## src/rtl/sigmoid_output_layer.sv

```systemverilog
// sigmoid_output_layer: one output neuron of the sigmoid network.
// Latches N_IN hidden activations on req. Runs a sequential MAC, adds the bias,
// then applies a piecewise-linear sigmoid (0.25*z + 0.5, clamped to 0..1 in Q4).
// The result is returned over a level req/ack handshake.
// Optional build macro OUTLAYER_SAT_EN: when defined, z saturates to the
// DATA_W signed range; when undefined, z is the two's-complement wrap of the sum.
module sigmoid_output_layer #(
  parameter int N_IN   = 2,
  parameter int DATA_W = 8,
  parameter int FRAC   = 4,
  parameter int ACC_W  = 16
) (
  input  logic                       clk,
  input  logic                       rst,
  input  logic                       req,
  input  logic [N_IN*DATA_W-1:0]     x_in,
  input  logic                       cfg_we,
  input  logic [$clog2(N_IN+1)-1:0]  cfg_addr,
  input  logic [DATA_W-1:0]          cfg_data,
  output logic                       ack,
  output logic [DATA_W-1:0]          z_out,
  output logic [DATA_W-1:0]          y_out
);

  localparam int AW = $clog2(N_IN + 1);
  localparam int IW = (N_IN > 1) ? $clog2(N_IN) : 1;
  localparam int PW = 2 * DATA_W;

  // 0.5 and 1.0 in the activation's fixed-point format
  localparam logic signed [DATA_W-1:0] Y_HALF = DATA_W'(32'sd1 <<< (FRAC - 1));
  localparam logic signed [DATA_W-1:0] Y_ONE  = DATA_W'(32'sd1 <<< FRAC);

  typedef enum logic [2:0] {
    ST_IDLE = 3'd0,
    ST_MAC  = 3'd1,
    ST_BIAS = 3'd2,
    ST_ACT  = 3'd3,
    ST_DONE = 3'd4
  } state_t;

  state_t                    state_r, state_nxt_s;
  logic signed [DATA_W-1:0]  w_r [N_IN];
  logic signed [DATA_W-1:0]  bias_r;
  logic signed [DATA_W-1:0]  x_r [N_IN];
  logic signed [ACC_W-1:0]   acc_r, acc_nxt_s;
  logic [IW-1:0]             idx_r, idx_nxt_s;
  logic                      ack_r, ack_nxt_s;
  logic signed [DATA_W-1:0]  z_r, z_nxt_s;
  logic signed [DATA_W-1:0]  y_r, y_nxt_s;
  logic signed [PW-1:0]      prod_s;
  logic signed [ACC_W-1:0]   term_s;
  logic signed [ACC_W-1:0]   sum_s;
  logic                      cfg_ok_s;
  logic                      mac_last_s;

  // Reduce the accumulator-width sum to DATA_W (saturating or wrapping).
  function automatic logic signed [DATA_W-1:0] narrow(input logic signed [ACC_W-1:0] s);
`ifdef OUTLAYER_SAT_EN
    logic signed [ACC_W-1:0] hi;
    logic signed [ACC_W-1:0] lo;
    hi = {{(ACC_W-DATA_W+1){1'b0}}, {(DATA_W-1){1'b1}}};
    lo = {{(ACC_W-DATA_W+1){1'b1}}, {(DATA_W-1){1'b0}}};
    if (s > hi) begin
      narrow = hi[DATA_W-1:0];
    end else if (s < lo) begin
      narrow = lo[DATA_W-1:0];
    end else begin
      narrow = s[DATA_W-1:0];
    end
`else
    narrow = s[DATA_W-1:0];
`endif
  endfunction

  // Piecewise-linear sigmoid: (z >>> 2) + 0.5, clamped to [0, 1.0].
  function automatic logic signed [DATA_W-1:0] sigmoid_pwl(input logic signed [DATA_W-1:0] z);
    logic signed [DATA_W-1:0] t;
    t = (z >>> 2'd2) + Y_HALF;
    if (t[DATA_W-1]) begin
      sigmoid_pwl = {DATA_W{1'b0}};
    end else if (t > Y_ONE) begin
      sigmoid_pwl = Y_ONE;
    end else begin
      sigmoid_pwl = t;
    end
  endfunction

  assign cfg_ok_s   = cfg_we && ((state_r == ST_IDLE) || (state_r == ST_DONE));
  assign mac_last_s = (idx_r == IW'(N_IN - 1));
  assign prod_s     = x_r[idx_r] * w_r[idx_r];
  assign term_s     = ACC_W'(prod_s >>> FRAC);
  assign sum_s      = acc_r + ACC_W'(bias_r);

  // Parameter store and input latch; deliberately unaffected by rst so weights survive it.
  always_ff @(posedge clk) begin
    if (cfg_ok_s) begin
      for (int i = 0; i < N_IN; i++) begin
        if (cfg_addr == AW'(i)) w_r[i] <= cfg_data;
      end
      if (cfg_addr == AW'(N_IN)) bias_r <= cfg_data;
    end
    if ((state_r == ST_IDLE) && req) begin
      for (int i = 0; i < N_IN; i++) begin
        x_r[i] <= x_in[i*DATA_W +: DATA_W];
      end
    end
  end

  // State register.
  always_ff @(posedge clk) begin
    if (rst) state_r <= ST_IDLE;
    else     state_r <= state_nxt_s;
  end

  // Next-state decode; req is only sampled in IDLE and DONE.
  always_comb begin
    state_nxt_s = state_r;
    case (state_r)
      ST_IDLE: if (req) state_nxt_s = ST_MAC;  else state_nxt_s = ST_IDLE;
      ST_MAC:  if (mac_last_s) state_nxt_s = ST_BIAS; else state_nxt_s = ST_MAC;
      ST_BIAS: state_nxt_s = ST_ACT;
      ST_ACT:  state_nxt_s = ST_DONE;
      ST_DONE: if (req) state_nxt_s = ST_DONE; else state_nxt_s = ST_IDLE;
      default: state_nxt_s = ST_IDLE;
    endcase
  end

  // Datapath next values per state: MAC step, bias/narrow, activation, handshake.
  always_comb begin
    acc_nxt_s = acc_r;
    idx_nxt_s = idx_r;
    z_nxt_s   = z_r;
    y_nxt_s   = y_r;
    ack_nxt_s = ack_r;
    case (state_r)
      ST_IDLE: begin
        if (req) begin
          acc_nxt_s = {ACC_W{1'b0}};
          idx_nxt_s = {IW{1'b0}};
        end else begin
          acc_nxt_s = acc_r;
        end
      end
      ST_MAC: begin
        acc_nxt_s = acc_r + term_s;
        if (mac_last_s) idx_nxt_s = {IW{1'b0}};
        else            idx_nxt_s = idx_r + IW'(1'b1);
      end
      ST_BIAS: z_nxt_s = narrow(sum_s);
      ST_ACT: begin
        y_nxt_s   = sigmoid_pwl(z_r);
        ack_nxt_s = 1'b1;
      end
      ST_DONE: begin
        if (req) ack_nxt_s = 1'b1;
        else     ack_nxt_s = 1'b0;
      end
      default: ack_nxt_s = 1'b0;
    endcase
  end

  // Datapath registers; rst discards any partial result.
  always_ff @(posedge clk) begin
    if (rst) begin
      acc_r <= {ACC_W{1'b0}};
      idx_r <= {IW{1'b0}};
      ack_r <= 1'b0;
      z_r   <= {DATA_W{1'b0}};
      y_r   <= {DATA_W{1'b0}};
    end else begin
      acc_r <= acc_nxt_s;
      idx_r <= idx_nxt_s;
      ack_r <= ack_nxt_s;
      z_r   <= z_nxt_s;
      y_r   <= y_nxt_s;
    end
  end

  assign ack   = ack_r;
  assign z_out = z_r;
  assign y_out = y_r;

endmodule

```

## config.mk

```make
export PLATFORM = sky130hd
export DESIGN_NAME = sigmoid_output_layer
export DESIGN_NICKNAME = d
export VERILOG_FILES = /design/src/rtl/sigmoid_output_layer.sv
export SDC_FILE = /design/constraint.sdc
export NUM_CORES = 1
export LEC_CHECK = 0
export CAP_MARGIN = 20
export CORE_MARGIN = 5
export CORE_UTILIZATION = 55
export CTS_CLUSTER_SIZE = 8
export DETAILED_ROUTE_END_ITERATION = 16
export HOLD_SLACK_MARGIN = 0.02
export PLACE_DENSITY = 0.79
export SYNTH_ARGS = -nofsm -noshare
export SYNTH_HDL_FRONTEND = slang
export SYNTH_SLANG_ARGS = --single-unit
```

## constraint.sdc

```tcl
create_clock -name clk -period 16.6 [get_ports clk]
set_input_delay 4.15 -clock clk [delete_from_list [all_inputs] [get_ports clk]]
set_output_delay 4.15 -clock clk [all_outputs]
set_load 0.02 [all_outputs]
```

==> impl_metrics.env <==
export IMPL_outcome="finished clean"
export IMPL_final_core_utilization_pct=65.3
export IMPL_power_density_mw_per_mm2=169
export IMPL_die_x_um=104
export IMPL_tritoncts_num_sinks=68
export IMPL_syn2layout_area_growth_pct=15.8
export IMPL_via_count=3357
export IMPL_rows=34
export IMPL_post_route_drc_count=0
export IMPL_worst_r2r_endpoint="acc_r[7]"
export IMPL_final_max_slew_viol_count=0
export IMPL_cts_max_path_buffers=2
export IMPL_initial_utilization_pct=56.4
export IMPL_first_iter_violations=145
export IMPL_via_count_of_the_first_global_routing_pass=3579
export IMPL_pwr_share_seq_pct=20.9
export IMPL_clock_tree_from_tritoncts="built"
export IMPL_peak_freq_mhz=168
export IMPL_netlist_instances=475
export IMPL_critical_path_cell_sequence="buf_4, mux2i_1, or2_2, fa_1, fa_1, inv_1, fa_1, inv_1, fa_1, inv_1, ha_1, a21oi_1, o21bai_1, a21oi_1, xnor2_1, ha_1, nor2_1, nor2_1, o41ai_1, xnor3_1, o31ai_2"
export IMPL_cp_buffers_inverters=4
export IMPL_layout_min_cycle_time_ns=5.95
export IMPL_timing_hold_violations_final=0
export IMPL_ioPinCount=47
export IMPL_timing_critical_path_max_delay_family="adder cells"
export IMPL_synth_simple_area_share_pct=12.4
export IMPL_number_of_flops_mapped_to_enable_cells_by_yosys=40
export IMPL_design_core_area_mm2=0.00868
export IMPL_worst_path_fanout_max=27
export IMPL_post_synth_top_flop="edfxtp_1"
export IMPL_synthesis_yosys_warnings=0
export IMPL_timing_critical_path_required_ns=16.86
export IMPL_whs_path_depth=1
export IMPL_grt_antenna_before_repair=0
export IMPL_synth_seq_area_share_pct=36.0
export IMPL_routed_via_density=5.27
export IMPL_detailedRoute_firstPassIterationCount=4
export IMPL_crit_path_frequent_cell="fa_1"
export IMPL_most_frequent_standard_cell_in_the_layout_excluding_fill_and_tap_cells="inv_1"
export IMPL_num_fill_cells=673
export IMPL_worst_setup_path_start_kind="register"
export IMPL_fp_dieArea_mm2=0.0109
export IMPL_arrival_ns=6.21
export IMPL_hold_path_startpoint="y_out[1]"
export IMPL_route_antenna_remaining_nets=0
export IMPL_min_path_type="register to register"
export IMPL_die_height_um=104
export IMPL_avgRoutedWirePerCell_um=14.7
export IMPL_numPortBuffers=44
export IMPL_adder_cell_fraction_of_synth_area_pct=25.3
export IMPL_dp_hpwl_mm=7.53
export IMPL_timing_max_cap_violations=0
export IMPL_number_of_h_tree_levels=3
export IMPL_rrSetupSlack_ns=10.65
export IMPL_worst_skew_pair_late_latency_ns=0.34
export IMPL_endpoint_of_the_worst_hold_timing_path="y_out[1]"
export IMPL_r2r_cells=21
export IMPL_power_report_internal_total_mw=0.562
export IMPL_cts_resized=0
export IMPL_layout_worst_path_cycle_share_pct=35.9
export IMPL_synth_top_family_by_area="adder cells"
export IMPL_synthXorXnorAreaFrac_pct=5.78
export IMPL_ctsHoldBuffers=0
export IMPL_pwr_share_comb_pct=63.6
export IMPL_postSynthAreaPerCell_um2=10.3
export IMPL_rsz0062_at_grt="false"
export IMPL_fin_setup_tns_ns=0
export IMPL_grt_start_max_net_pins=28
export IMPL_postRouteWirelength_mm=9.34
export IMPL_timing_critical_path_slowest_stage_cell="mux2i_1"
export IMPL_clk_transition_reported_paths_ns=0.07
export IMPL_power_mw=0.957
export IMPL_p_leak_nw=2.40
export IMPL_grt_overflow_total=0
export IMPL_unique_masters_post_synth=49
export IMPL_fin_worst_skew_ns=0.00895
export IMPL_netSwitchingFraction_pct=41.2
export IMPL_finalSetupViolCount=0
export IMPL_num_antenna_cells=0
export IMPL_clockPowerShare_pct=15.5
export IMPL_cts_setup_buffers=0
export IMPL_postSynth_asyncResetShare_pct=0
export IMPL_mostFrequentLayoutCells="78 x inv_1, 56 x nor2_1, 44 x clkdlybuf4s50_1"
export IMPL_crit_path_capture_type="register"
export IMPL_layout_cells_sized_above_1_pct=6.99
export IMPL_track_usage_pct=18.3
export IMPL_clock_root_cell="clkbuf_8"
export IMPL_global_route_wire_length_before_repair_mm=16.3
export IMPL_synth_compound_gate_area_share_pct=7.88
export IMPL_final_wtd_congestion=0.862
export IMPL_worst_slew_pin_transition_ns=1.13
export IMPL_finish_net_count=630
export IMPL_synth_seq_cells=68
export IMPL_post_synth_instance_area_mm2=0.00489
export IMPL_cts_made_buffers=9
export IMPL_worst_setup_path_type="register to register"
export IMPL_mux_cell_area_share_after_synthesis_pct=5.16
export IMPL_relSlewSlack_pct=24.2
export IMPL_power_net_switching_mw=0.395
export IMPL_critical_path_max_stage_delay_ns=0.73
export IMPL_worst_ir_drop_vdd_uv=114
==> how the worst max path moves through the flow <==
stage / end / cells past startpoint / slack [ns]
final: acc_r[7] / 21 / 10.65
after detailed placement: acc_r[5] / 7 / 10.44
after CTS: acc_r[7] / 21 / 10.68
after global placement: acc_r[5] / 7 / 10.49
after global routing: acc_r[7] / 20 / 10.24
after floorplan: acc_r[7] / 21 / 11.00
==> worst register-to-register path, delay by kind of cell (launching register included) <==
kind	cells	cell delay, ns
buffers and inverters	4	0.48
AND/OR/NAND/NOR	3	0.42
adder cells (fa/ha/maj)	6	2.65
XOR/XNOR	2	0.47
multiplexers	1	0.75
AO/OA/AOI/OAI	5	0.79
flip-flops	1	0.31
==> cell type report <==
class / count / area, µm² / area share [%]
Multi-Input combinational cell: 317 / 2770 / 48.9
Sequential cell: 68 / 1760 / 31.1
Timing Repair Buffer: 49 / 475 / 8.39
Inverter: 79 / 302 / 5.32
Tap cell: 108 / 135 / 2.38
Clock buffer: 9 / 124 / 2.19
Clock inverter: 7 / 97.6 / 1.72
==> flip-flops by register name (all words and copies together) (netlist names), named ones only <==
signal,flops
acc_r,8
bias_r,8
ack,1
idx_r,1
y_out,6
state_r,3
z_out,8
w_r,16
x_r,16
==> kinds of logic after synthesis <==
logic type               count (synthesis)
AO/OA/AOI/OAI                           59
other                                    1
XOR/XNOR                                27
flip-flops                              68
AND/OR/NAND/NOR                        129
adder cells (fa/ha/maj)                 76
buffers and inverters                   91
multiplexers                            24
==> power by group through the flow <==
stage               clock [mW]  sequential (mW)  combinational (mW)
global placement             0            0.203               0.582
floorplan                    0            0.201               0.484
global route             0.158            0.201               0.692
detailed placement           0            0.204               0.605
CTS                      0.150            0.200               0.611
finish                   0.148            0.200               0.609
==> metrics by stage <==
stage,setup slack [ns],instance area (µm²),hold WS (ns),instances
after floorplan,11.00,4900,0.464,476
after global placement,10.49,5430,0.443,619
after detailed placement,10.44,5430,0.465,619
after CTS,10.68,5660,0.493,635
after global routing,10.24,5670,0.513,637
final,10.65,5670,0.490,637
==> synth_stat cells, types with 2 or more instances <==
library cell | number | area, µm²
and2_1 | 2 | 12.5
inv_1 | 78 | 293
xnor2_1 | 19 | 166
nand2_1 | 24 | 90.1
nand3_1 | 6 | 30.0
ha_1 | 38 | 475
dfxtp_1 | 28 | 561
a211oi_1 | 4 | 30.0
buf_4 | 2 | 15.0
mux2i_1 | 17 | 170
nor3b_1 | 5 | 37.5
xor2_1 | 5 | 43.8
xnor3_1 | 2 | 45.0
o41ai_1 | 3 | 26.3
or2_2 | 5 | 31.3
a21o_1 | 7 | 52.6
fa_1 | 38 | 761
mux2_2 | 6 | 67.6
nand3b_1 | 5 | 37.5
nor2_1 | 56 | 210
clkbuf_1 | 7 | 26.3
edfxtp_1 | 40 | 1200
a22o_1 | 3 | 26.3
a32oi_1 | 3 | 26.3
o21a_1 | 2 | 15.0
o21ai_0 | 8 | 40.0
nand2b_1 | 10 | 62.6
nor3_1 | 7 | 35.0
a21oi_1 | 21 | 105
nor2b_1 | 5 | 31.3
==> layer usage <==
metal	up-vias	track usage, %	part of all wire (%)
met3	19	3.29	4.4
met5	-	0	0
met4	0	7.03	2.0
li1	1664	-	-
met2	80	29.9	47
met1	1594	24.2	46
Power figures use the tool's default switching activity.
